<file path="src/rtl/sccb_slave.sv">
// SCCB responder: decodes 3-phase writes / 2-phase reads into a local register file.
// Optional `define SCCB_GLITCH_FILTER_EN adds a 3-sample agreement filter on sio_c/sio_d.
`timescale 1ns/1ps
module sccb_slave #(
  parameter logic [7:0] SLV_ID  = 8'h42,
  parameter int         REG_NUM = 16,
  parameter logic [7:0] BAD_RD  = 8'hFF
) (
  input  logic       clk,
  input  logic       rst_n,
  input  logic       sio_c,
  input  logic       sio_d_r,
  output logic       sio_d_w,
  output logic       en_sio_d_w,
  output logic       wr_vld,
  output logic [7:0] wr_addr,
  output logic [7:0] wr_data,
  input  logic [7:0] host_addr,
  output logic [7:0] host_rdata,
  output logic       busy
);

  localparam int         AW      = (REG_NUM > 1) ? $clog2(REG_NUM) : 1;
  localparam logic [8:0] REG_LIM = 9'(REG_NUM);
  localparam logic [7:0] RD_ID   = SLV_ID | 8'h01;

  typedef enum logic [2:0] {
    S_IDLE      = 3'd0,
    S_ID        = 3'd1,
    S_ADDR      = 3'd2,
    S_WDATA     = 3'd3,
    S_RDATA     = 3'd4,
    S_WAIT_STOP = 3'd5
  } state_t;

  state_t     state_r, state_nxt;
  logic [1:0] c_sync_r, d_sync_r;
  logic       c_lvl_s, d_lvl_s;
  logic       c_prev_r, d_prev_r;
  logic       c_rise_s, c_fall_s, start_s, stop_s;
  logic [3:0] bit_cnt_r;
  logic [7:0] rx_r, tx_r, sub_addr_r;
  logic [7:0] regs_r [REG_NUM];
  logic       busy_r, sio_d_w_r, en_r, wr_vld_r;
  logic [7:0] wr_addr_r, wr_data_r;
  logic [7:0] rx_byte_s, sub_rdata_s;
  logic       sub_in_range_s, host_in_range_s;
  logic       cnt_clr_s, cnt_inc_s, shift_s, load_tx_s, drive_s, release_s;
  logic       addr_ld_s, wr_s, busy_nxt_s, rx_bit_s, x_bit_s;

  // Two-flop synchronisers for both bus lines (idle high)
  always_ff @(posedge clk or negedge rst_n) begin
    if (!rst_n) begin
      c_sync_r <= 2'b11;
      d_sync_r <= 2'b11;
    end else begin
      c_sync_r <= {c_sync_r[0], sio_c};
      d_sync_r <= {d_sync_r[0], sio_d_r};
    end
  end

`ifdef SCCB_GLITCH_FILTER_EN
  logic [1:0] c_hist_r, d_hist_r;
  logic       c_flt_r, d_flt_r;

  // Level moves only when the current and two previous samples agree
  always_comb begin
    c_lvl_s = c_flt_r;
    d_lvl_s = d_flt_r;
    if ((c_sync_r[1] == c_hist_r[0]) && (c_sync_r[1] == c_hist_r[1])) begin
      c_lvl_s = c_sync_r[1];
    end else begin
      c_lvl_s = c_flt_r;
    end
    if ((d_sync_r[1] == d_hist_r[0]) && (d_sync_r[1] == d_hist_r[1])) begin
      d_lvl_s = d_sync_r[1];
    end else begin
      d_lvl_s = d_flt_r;
    end
  end

  // Sample history and held filter level
  always_ff @(posedge clk or negedge rst_n) begin
    if (!rst_n) begin
      c_hist_r <= 2'b11;
      d_hist_r <= 2'b11;
      c_flt_r  <= 1'b1;
      d_flt_r  <= 1'b1;
    end else begin
      c_hist_r <= {c_hist_r[0], c_sync_r[1]};
      d_hist_r <= {d_hist_r[0], d_sync_r[1]};
      c_flt_r  <= c_lvl_s;
      d_flt_r  <= d_lvl_s;
    end
  end
`else
  assign c_lvl_s = c_sync_r[1];
  assign d_lvl_s = d_sync_r[1];
`endif

  // Delayed copy for edge detection
  always_ff @(posedge clk or negedge rst_n) begin
    if (!rst_n) begin
      c_prev_r <= 1'b1;
      d_prev_r <= 1'b1;
    end else begin
      c_prev_r <= c_lvl_s;
      d_prev_r <= d_lvl_s;
    end
  end

  assign c_rise_s = c_lvl_s & ~c_prev_r;
  assign c_fall_s = ~c_lvl_s & c_prev_r;
  assign start_s  = c_lvl_s & c_prev_r & d_prev_r & ~d_lvl_s;
  assign stop_s   = c_lvl_s & c_prev_r & ~d_prev_r & d_lvl_s;
  assign rx_bit_s = c_rise_s && (bit_cnt_r != 4'd8);
  assign x_bit_s  = c_rise_s && (bit_cnt_r == 4'd8);
  assign rx_byte_s = {rx_r[6:0], d_lvl_s};

  assign sub_in_range_s  = ({1'b0, sub_addr_r} < REG_LIM);
  assign host_in_range_s = ({1'b0, host_addr} < REG_LIM);
  assign sub_rdata_s     = sub_in_range_s ? regs_r[sub_addr_r[AW-1:0]] : BAD_RD;
  assign host_rdata      = host_in_range_s ? regs_r[host_addr[AW-1:0]] : BAD_RD;

  // Next-state and datapath strobes; START/STOP override every state
  always_comb begin
    state_nxt  = state_r;
    cnt_clr_s  = 1'b0;
    cnt_inc_s  = 1'b0;
    shift_s    = 1'b0;
    load_tx_s  = 1'b0;
    drive_s    = 1'b0;
    release_s  = 1'b0;
    addr_ld_s  = 1'b0;
    wr_s       = 1'b0;
    busy_nxt_s = busy_r;
    if (start_s) begin
      state_nxt  = S_ID;
      cnt_clr_s  = 1'b1;
      release_s  = 1'b1;
      busy_nxt_s = 1'b1;
    end else if (stop_s) begin
      state_nxt  = S_IDLE;
      cnt_clr_s  = 1'b1;
      release_s  = 1'b1;
      busy_nxt_s = 1'b0;
    end else begin
      case (state_r)
        S_IDLE: begin
          state_nxt = S_IDLE;
        end
        S_ID: begin
          shift_s   = rx_bit_s;
          cnt_inc_s = rx_bit_s;
          if (x_bit_s) begin
            cnt_clr_s = 1'b1;
            if (rx_r == SLV_ID) begin
              state_nxt = S_ADDR;
            end else if (rx_r == RD_ID) begin
              state_nxt = S_RDATA;
              load_tx_s = 1'b1;
            end else begin
              state_nxt = S_WAIT_STOP;
            end
          end else begin
            state_nxt = S_ID;
          end
        end
        S_ADDR: begin
          shift_s   = rx_bit_s;
          cnt_inc_s = rx_bit_s;
          if (x_bit_s) begin
            cnt_clr_s = 1'b1;
            addr_ld_s = 1'b1;
            state_nxt = S_WDATA;
          end else begin
            state_nxt = S_ADDR;
          end
        end
        S_WDATA: begin
          shift_s   = rx_bit_s;
          cnt_inc_s = rx_bit_s;
          wr_s      = rx_bit_s && (bit_cnt_r == 4'd7) && sub_in_range_s;
          if (x_bit_s) begin
            cnt_clr_s = 1'b1;
            state_nxt = S_WAIT_STOP;
          end else begin
            state_nxt = S_WDATA;
          end
        end
        S_RDATA: begin
          // Data changes on falls; the fall after the 8th rise frees the NA bit
          if (c_fall_s) begin
            if (bit_cnt_r == 4'd8) begin
              release_s = 1'b1;
              state_nxt = S_WAIT_STOP;
            end else begin
              drive_s = 1'b1;
            end
          end else begin
            cnt_inc_s = rx_bit_s;
          end
        end
        S_WAIT_STOP: begin
          state_nxt = S_WAIT_STOP;
        end
        default: begin
          state_nxt = S_IDLE;
          release_s = 1'b1;
        end
      endcase
    end
  end

  // State register
  always_ff @(posedge clk or negedge rst_n) begin
    if (!rst_n) begin
      state_r <= S_IDLE;
    end else begin
      state_r <= state_nxt;
    end
  end

  // Shift registers, register file and registered outputs
  always_ff @(posedge clk or negedge rst_n) begin
    if (!rst_n) begin
      bit_cnt_r  <= 4'd0;
      rx_r       <= 8'h00;
      tx_r       <= 8'h00;
      sub_addr_r <= 8'h00;
      busy_r     <= 1'b0;
      sio_d_w_r  <= 1'b1;
      en_r       <= 1'b0;
      wr_vld_r   <= 1'b0;
      wr_addr_r  <= 8'h00;
      wr_data_r  <= 8'h00;
      for (int i = 0; i < REG_NUM; i++) begin
        regs_r[i] <= 8'h00;
      end
    end else begin
      busy_r   <= busy_nxt_s;
      wr_vld_r <= wr_s;
      if (cnt_clr_s) begin
        bit_cnt_r <= 4'd0;
      end else if (cnt_inc_s) begin
        bit_cnt_r <= bit_cnt_r + 4'd1;
      end
      if (shift_s) begin
        rx_r <= rx_byte_s;
      end
      if (load_tx_s) begin
        tx_r <= sub_rdata_s;
      end else if (drive_s) begin
        tx_r <= {tx_r[6:0], 1'b0};
      end
      if (addr_ld_s) begin
        sub_addr_r <= rx_r;
      end
      if (wr_s) begin
        regs_r[sub_addr_r[AW-1:0]] <= rx_byte_s;
        wr_addr_r <= sub_addr_r;
        wr_data_r <= rx_byte_s;
      end
      if (release_s) begin
        en_r      <= 1'b0;
        sio_d_w_r <= 1'b1;
      end else if (drive_s) begin
        en_r      <= 1'b1;
        sio_d_w_r <= tx_r[7];
      end
    end
  end

  assign sio_d_w    = sio_d_w_r;
  assign en_sio_d_w = en_r;
  assign wr_vld     = wr_vld_r;
  assign wr_addr    = wr_addr_r;
  assign wr_data    = wr_data_r;
  assign busy       = busy_r;

endmodule
</file>
<file path="config.mk">
export PLATFORM = sky130hd
export DESIGN_NAME = sccb_slave
export DESIGN_NICKNAME = d
export VERILOG_FILES = /design/src/rtl/sccb_slave.sv
export SDC_FILE = /design/constraint.sdc
export NUM_CORES = 1
export LEC_CHECK = 0
export ABC_AREA = 1
export CORE_UTILIZATION = 62
export CTS_BUF_LIST = sky130_fd_sc_hd__clkbuf_16
export DETAILED_ROUTE_END_ITERATION = 8
export PLACE_DENSITY = 0.84
export SYNTH_ARGS = -nofsm -noshare
export SYNTH_HDL_FRONTEND = slang
export SYNTH_SLANG_ARGS = --single-unit
export TNS_END_PERCENT = 20
</file>
<file path="constraint.sdc">
create_clock -name clk -period 1.9 [get_ports clk]
set_input_delay 0.38 -clock clk [delete_from_list [all_inputs] [get_ports clk]]
set_output_delay 0.38 -clock clk [all_outputs]
set_load 0.01 [all_outputs]
</file>
Word-level counts from Yosys, hierarchy flattened

Index checks and enable logic that the tools add are counted.

Flip-flop bits (word level): 185
Latch bits: 0
Bits in writable memories: 0
Bits in read-only memories: 0
Bits of input ports: 12
Output and inout port bits: 28
Word-level logic and storage cells: 139
Memories kept: 0

Add/sub/neg operators: 1
Multiply operators: 0
Divide/modulo/power cells: 0
Order comparisons: 5
Eq/ne operators: 12
Shift-type cells: 0
Mux-type cells: 64
Bitwise gates (word level): 13
Reductions and logical operators: 13

Operators with widths:

| cell                  | number |
|---|---|
| $bwmux W128           | 1 |
| $mux W8               | 9 |
| $bmux W8 S4           | 2 |
| $mux W1               | 39 |
| $demux W8 S4          | 1 |
| $mux W3               | 7 |
| $eq A8 B7 Y1 const B  | 2 |
| $lt A8 B5 Y1 const B  | 2 |
| $pmux W3 S5           | 1 |
| $ne A4 B4 Y1 const B  | 3 |
| $ge A5 B5 Y1 const B  | 2 |
| $not A4 Y5            | 2 |
| $mux W4               | 2 |
| $reduce_bool A2 Y1    | 4 |
| $and A1 B1 Y1         | 7 |
| $eq A3 B2 Y1 const B  | 2 |
| $eq A3 B3 Y1 const B  | 2 |
| $logic_and A1 B1 Y1   | 5 |
| $lt A5 B1 Y1 const B  | 1 |
| $reduce_or A5 Y1      | 1 |
| $add A4 B1 Y4 const B | 1 |
| $eq A4 B3 Y1 const B  | 1 |
| $eq A4 B4 Y1 const B  | 1 |
| $not A1 Y1            | 4 |
| 5 further kinds       | 6 |

Logic depth before layout (Yosys ltp)

Gate-level depths: netlist of run 1.

Word-level depth: 9
Gate-level depth with buffers: 13
Mapped depth without buffers: 11

Worst setup path before layout of run 1

Ideal clock, no wire load.

Path type: input port to output port
From: in host_addr[0]
To: out host_rdata[2]
Data arrival time: 1345 ps
Data required time: 1520 ps
Path slack: 175 ps
Stages: 7
Cells stage by stage: clkbuf_1 > clkbuf_1 > a21oi_1 > o21ai_0 > nand3_1 > nand3_1 > nand3_1

Longest elaborated chain between the ends: 5
Elaborated cells between the ends (all ways): 6
Classes of those cells: order compare (1); mux (4); bitwise (1)

RTL lines:

| what                                        | RTL line | source |
|---|---|---|
| start: declaration                          | 18       | `input logic [7:0] host_addr,` |
| $not A4 Y5 (implied by the code)            | 123      | `assign host_rdata = host_in_range_s ? regs_r[host_addr[AW-1:0]] : BAD_RD;` |
| $bmux W8 S4                                 | 123      |  |
| $mux W8 (implied by the code) (2 in series) | 123      |  |
| $mux W8 *                                   | 123      |  |
| end: declaration                            | 19       | `output logic [7:0] host_rdata,` |

Mark *: on every way between the ends. The rest lies on a longest branch, timed or not. The select of a mux whose other input is x is not followed.

Worst setup path after layout of run 1

From: reg regs_r[44] (netlist name)
To: out host_rdata[4]

Longest elaborated chain between the ends: 4

RTL lines:

| what                                        | RTL line | source |
|---|---|---|
| start: declaration                          | 43       | `logic [7:0] regs_r [REG_NUM];` |
| start signal: indexed assignment            | 260      | `regs_r[sub_addr_r[AW-1:0]] <= rx_byte_s;` |
| $bmux W8 S4                                 | 123      |  |
| $mux W8 (implied by the code) (2 in series) | 123      |  |
| $mux W8                                     | 123      |  |

No other way between the ends. The select of a mux whose other input is x is not followed.

==> results of run 1 <==
==> worst register-to-register path: cells and delay by family (launching register included) <==
kind / cells / cell delay, ps
AO/OA/AOI/OAI: 1 / 70
flip-flops: 1 / 420
buffers and inverters: 1 / 550
AND/OR/NAND/NOR: 3 / 640
==> worst paths after layout <==
kind                                           startpoint                      to  slack (ps)  cells past startpoint
worst max-delay path               regs_r[44]$_DFFE_PN0P_           host_rdata[4]        -160                      5
worst min-delay path                                sio_c   c_sync_r[0]$_DFF_PN1_         340                      1
worst max register to register  sub_addr_r[3]$_DFFE_PN0P_  regs_r[23]$_DFFE_PN0P_         100                      5
worst min register to register      c_sync_r[0]$_DFF_PN1_   c_sync_r[1]$_DFF_PN1_         360                      0
max in group asynchronous                           rst_n     sio_d_w$_DFFE_PN1P_         830                      3
min in group asynchronous                           rst_n   regs_r[6]$_DFFE_PN0P_         410                      2
==> registers in the layout (all words and copies together), names as in the netlist <==
| register | cells |
|---|---|
| wr_addr | 8 |
| state_r | 3 |
| c_prev_r | 1 |
| bit_cnt_r | 4 |
| wr_data | 8 |
| rx_r | 8 |
| tx_r | 8 |
| d_sync_r | 2 |
| sio_d_w | 1 |
| d_prev_r | 1 |
| c_sync_r | 2 |
| sub_addr_r | 8 |
| en_sio_d_w | 1 |
| regs_r | 128 |
| wr_vld | 1 |
| busy | 1 |
==> per-layer routing <==
metal | up-vias | routed length [um] | GRT usage, %
met5 | - | 0 | 0
met4 | 0 | 1320 | 18.7
met3 | 102 | 2680 | 8.28
met2 | 548 | 13800 | 57.6
met1 | 4535 | 11900 | 47.1
li1 | 4545 | - | -
==> synthesized netlist by cell type, types with 2 or more instances <==
library cell	instances	area share [%]
inv_2	2	0.074
nand2_4	12	1.3
dfrtp_1	178	44
nor2_1	55	2.0
dfstp_2	7	1.8
nor2_8	3	0.59
nand3_1	76	3.8
buf_4	3	0.22
nand3_4	4	0.69
o21ai_1	102	5.0
a21oi_1	42	2.1
clkbuf_1	40	1.5
o211ai_1	31	2.3
ha_1	2	0.25
o21ai_2	26	2.3
nor2_2	3	0.19
nand4_1	3	0.19
o21ai_0	86	4.3
nor2_4	2	0.22
buf_2	17	0.84
buf_6	17	1.9
nand2_2	2	0.12
inv_1	113	4.2
nand2_1	519	19
==> power breakdown <==
group          leakage (nW)  switching (mW)  internal (mW)
Combinational          2.96           0.974          0.366
Sequential             2.54           0.122           4.05
Clock                 0.276            1.72           1.73
==> placed cells by master, fill, tap and decap left out, drive strengths merged, types with 2 or more instances in the layout <==
cell	synthesis	routed
nor3	2	2
nand4	3	3
nand3	80	82
a21oi	42	42
nand2	534	534
clkinv	1	3
ha	2	2
buf	38	122
dfrtp	178	178
o21ai	214	214
dfstp	7	7
clkbuf	40	20
o211ai	31	31
nor2	63	63
clkinvlp	0	3
clkdlybuf4s50	0	26
inv	116	126
==> cells by family (layout without fill, tap and decap cells) <==
kind of cell             count (synthesis)  count (layout)  synth area share [%]
flip-flops                             185             185                  45.9
AND/OR/NAND/NOR                        683             685                  28.8
XOR/XNOR                                 1               1                0.0866
AO/OA/AOI/OAI                          290             290                  16.1
adder cells (fa/ha/maj)                  2               2                 0.247
buffers and inverters                  195             303                  8.87
==> cell type report <==
| type | instances | area (sq um) |
|---|---|---|
| repair buffers | 154 | 1410 |
| flip-flops and latches | 185 | 4640 |
| well taps | 216 | 270 |
| clock inverters | 15 | 133 |
| clock buffers | 17 | 425 |
| multi-input cells | 978 | 4760 |
| fillers | 1136 | 3800 |
| inverters | 117 | 450 |
==> per-stage QoR <==
step	setup slack [ps]	std cells	cell area (sq um)	utilization [%]
after floorplan	175	1356	10100	-
after global placement	-524	1633	11200	70.5
after detailed placement	-552	1633	11200	70.5
after CTS	-110	1670	11800	74.1
after global routing	-250	1682	12100	76.1
final	-161	1682	12100	76.1
==> what timing repair did <==
| item | CTS | global route |
|---|---|---|
| endpoints found under the hold margin | 34 | 0 |
| pin swaps | 18 | 17 |
| setup endpoints to repair | 8 | 101 |
| gates resized for setup | 49 | 48 |
| hold buffers | 1 | 0 |
| buffers inserted | 4 | 8 |
| gates cloned | 0 | 4 |
==> out/results.tsv, run 1 <==
stage	metric	value	unit
floorplanning	FP Rows	46	
worst_setup_path	Crit. End Element	primary output	
yosys	number of synthesized flops with an enable pin	0	
sta	Tcrit/Tclk final	108	%
worst_setup_path	CP max-delay cell	dfrtp_1	
worst_setup_path	Largest stage delay, worst path	400	ps
global_routing	first-pass GRT wire length	46.1	mm
routing	number of remaining DRC errors	0	
clock_network	Num CTS Buffers	17	
cells_and_area	area grow syn2layout	19.5	%
sta	Worst Slack Setup Final	-161	ps
worst_setup_path	WP data required	1520	ps
placed_design	PortBufs	39	
cells_and_area	share of cells above drive strength 1	17.7	%
routing	Via density	5.78	
floorplanning	Die Ht	130	um
flow_run	maxcap violations	0	
clock_network	CTS clk-pin slew, worst paths	70	ps
clock_network	H-tree levels	4	
routing	1st-iter DRT viols	1181	
yosys	Mean Syn Cell Area	7.46	sq um
floorplanning	die width	130	um
sta	relative slew slack	52.7	%
global_routing	initial antenna violation count	0	
yosys	Seq cells post-synth	185	
global_routing	Total GRT Usage	36.4	%
sta	Hold WS	339	ps
yosys	fraction of registers with async set/reset	100	%
floorplanning	Top Ports	40	
sta	Final Hold Viols	0	
worst_setup_path	crit path DAT	1680	ps
yosys	Post-synth top flop	dfrtp_1	
worst_setup_path	cell chain of the critical path	o211ai_1, nand3_1, nand3_1, nand3_1, buf_2	
routing	Routed WL	29.7	mm
yosys	library cells used by synthesis	35	
clock_network	Clock Sinks	185	
clock_network	Max Root-Sink Buffers	2	
placed_design	HPWL after DPL	19.4	mm
sta	clk_skew	7.29	ps
worst_setup_path	WS Path Type	reg -> out	
global_routing	vias in the first global route	9193	
worst_setup_path	CP most frequent cell	nand3_1	
worst_setup_path	crit path max fanout	2	
routing	Routed Antenna Nets	0	
routing	1st-pass router iterations	6	
placed_design	routability cong.	0.968	
yosys	YS warnings	0	
power_and_ir_drop	PnR Total Power	8.97	mW
sta	setup total negative slack	-582	ps
run_status	failing checks	setup timing	
cells_and_area	Ant. Diodes	0	
global_routing	total gr overflow	0	
clock_network	CTS tree	built	
clock_network	Worst-Skew Late Latency	440	ps
sta	Max Slew Vio Count	0	
run_status	outcome	finished with violations	
cells_and_area	final net count	1467	
routing	via count	9730	
hold_path	HP Class	in -> reg	
sta	min cycle time layout	2060	ps
sta	Worst Max-Slew Pin Slew	709	ps
yosys	Synth Instances	1356	
floorplanning	initial core utilization	63.7	%
power_and_ir_drop	Leak	5.78	nW
routing	wire per inst	17.7	um
worst_setup_path	Worst Setup Start Kind	flip-flop	
sta	setup violators final	8	
yosys	Post-Syn Area	10100	sq um
floorplanning	die area	16800	sq um
yosys	Syn Nets	1370	
floorplanning	Core Region	15900	sq um
power_and_ir_drop	Peak VDD IR	1.08	mV
clock_network	clock root buffer	clkbuf_16	
worst_setup_path	CP delay by family, top	flip-flops	
worst_setup_path	Worst Path Buf+Inv	1	
sta	RSZ-0062 raised after global routing	yes	
sta	f_max	485	MHz
power_and_ir_drop	PD cells	742	nW/um^2
global_routing	largest net degree at the start of global routing	58	
yosys	register area share after synthesis	45.9	%
Power figures use the tool's default switching activity.
==> run 2, diff against run 1 <==
Settings changed: CORE_MARGIN set to 8.
==> out/results.tsv, run 2 (same netlist as run 1, synthesis figures left out) <==
stage	metric	value	unit
floorplanning	Die Ht	144	um
cells_and_area	register area	4640	sq um
cells_and_area	Ant. Diodes	0	
worst_setup_path	WP data required	1520	ps
cells_and_area	most frequent cells in the layout	nand2_1, dfrtp_1, inv_1	
sta	clk_skew	12.6	ps
sta	Worst Max-Slew Pin Slew	659	ps
clock_network	Worst-Skew Late Latency	440	ps
sta	Max Slew Vio Count	0	
sta	Final Hold Viols	0	
routing	wire per inst	17.6	um
global_routing	vias in the first global route	9073	
floorplanning	die width	144	um
floorplanning	Core Region	15900	sq um
sta	Tcrit/Tclk final	107	%
hold_path	HP Class	in -> reg	
hold_path	WHS Path Cells	1	
cells_and_area	multi-input logic area	4690	sq um
routing	Routed WL	29.5	mm
floorplanning	Top Ports	40	
floorplanning	die area	20700	sq um
clock_network	H-tree levels	4	
placed_design	Post-DP Area	11200	sq um
global_routing	initial antenna violation count	0	
cells_and_area	Most flops, register	regs_r	
sta	min cycle time layout	2030	ps
global_routing	first-pass GRT wire length	47.5	mm
worst_setup_path	WS Path Type	reg -> out	
cells_and_area	Finished Layout Cells	1671	
sta	setup total negative slack	-628	ps
clock_network	Max Root-Sink Buffers	2	
clock_network	Clock Sinks	185	
worst_setup_path	crit path DAT	1650	ps
global_routing	largest net degree at the start of global routing	48	
placed_design	routability cong.	0.972	
placed_design	placed cell count	1632	
routing	number of remaining DRC errors	0	
cells_and_area	final net count	1456	
run_status	failing checks	setup timing	
global_routing	Total GRT Usage	29.8	%
sta	Worst Slack Setup Final	-133	ps
sta	f_max	492	MHz
routing	Routed Antenna Nets	0	
routing	1st-iter DRT viols	1056	
floorplanning	FP Rows	46	
power_and_ir_drop	Peak VDD IR	0.934	mV
routing	Via density	5.74	
cells_and_area	design area	11900	sq um
cells_and_area	fill count	1195	
worst_setup_path	crit path max fanout	2	
clock_network	Num CTS Buffers	17	
clock_network	CTS clk-pin slew, worst paths	80	ps
worst_setup_path	Worst Setup Start Kind	flip-flop	
sta	setup violators final	8	
worst_setup_path	Crit. End Element	primary output	
clock_network	clock root buffer	clkbuf_16	
floorplanning	initial core utilization	63.5	%
worst_setup_path	worst-case reg-to-reg path depth	8	
sta	RSZ-0062 raised after global routing	yes	
sta	Hold WS	339	ps
cells_and_area	max FFs per register	128	
sta	relative slew slack	56.0	%
global_routing	total gr overflow	0	
flow_run	maxcap violations	0	
placed_design	HPWL after DPL	19.7	mm
placed_design	PortBufs	39	
cells_and_area	area grow syn2layout	17.9	%
power_and_ir_drop	PD cells	760	nW/um^2
clock_network	CTS tree	built	
cells_and_area	most common cell after layout, fill and taps aside	nand2_1	
power_and_ir_drop	Leak	5.71	nW
run_status	outcome	finished with violations	
routing	1st-pass router iterations	9	
routing	via count	9584	
cells_and_area	share of cells above drive strength 1	16.6	%
-- run 2: cell types whose count changed in the layout (fill, tap and decap cells not counted), sizes merged, moves of 2 or more --
cell,delta
buf,-7
clkbuf,-2
clkinv,+2
inv,-2
nand3,-2
-- run 2: area by class of cell --
cell class	count	area share, %
Clock inverter	15	1.34
Timing Repair Buffer	145	10.9
Clock buffer	17	3.57
Multi-Input combinational cell	976	39.3
Tap cell	216	2.27
Sequential cell	185	38.9
Inverter	117	3.72
-- run 2: worst paths after layout --
kind | start | to | slack, ps
min in group asynchronous | rst_n | regs_r[4]$_DFFE_PN0P_ | 420
worst max register to register | bit_cnt_r[0]$_DFFE_PN0P_ | regs_r[29]$_DFFE_PN0P_ | 50
worst min-delay path | sio_c | c_sync_r[0]$_DFF_PN1_ | 340
max in group asynchronous | rst_n | d_sync_r[0]$_DFF_PN1_ | 840
worst min register to register | c_sync_r[0]$_DFF_PN1_ | c_sync_r[1]$_DFF_PN1_ | 360
worst max-delay path | regs_r[104]$_DFFE_PN0P_ | host_rdata[0] | -130
-- run 2: metal layers --
metal / up-vias / share of wire, % / track usage (%)
li1: 4532 / - / -
met1: 4453 / 40 / 37.7
met2: 483 / 45 / 45.3
met3: 116 / 9.0 / 7.93
met4: 0 / 5.3 / 17.4
met5: - / 0 / 0
-- run 2: power by group --
group	total, mW	switching, mW	internal [mW]
combinational	1.35	0.984	0.365
clock	3.55	1.69	1.86
sequential	4.17	0.124	4.05
total	9.07	2.79	6.28
-- run 2: what timing repair did --
action | in CTS | in global routing
hold buffers | 1 | 0
endpoints found under the hold margin | 33 | 0
resized for setup | 56 | 21
setup buffers | 3 | 3
pin swaps | 27 | 7
setup endpoints to repair | 10 | 24
-- run 2: through the flow --
stage	utilization, %	setup WS, ps	power [mW]
final	74.8	-133	9.07
after global routing	74.8	-212	9.37
after CTS	74.4	-94.2	9.01
after detailed placement	70.3	-572	5.48
after global placement	70.3	-577	5.47
after floorplan	-	175	4.84
-- run 2: worst max-delay path: stages (launching register included) --
cell and delay (ps):
dfrtp_1 380, o211ai_1 350, nand3_1 170, nand3_2 100, nand3_2 90, buf_6 130
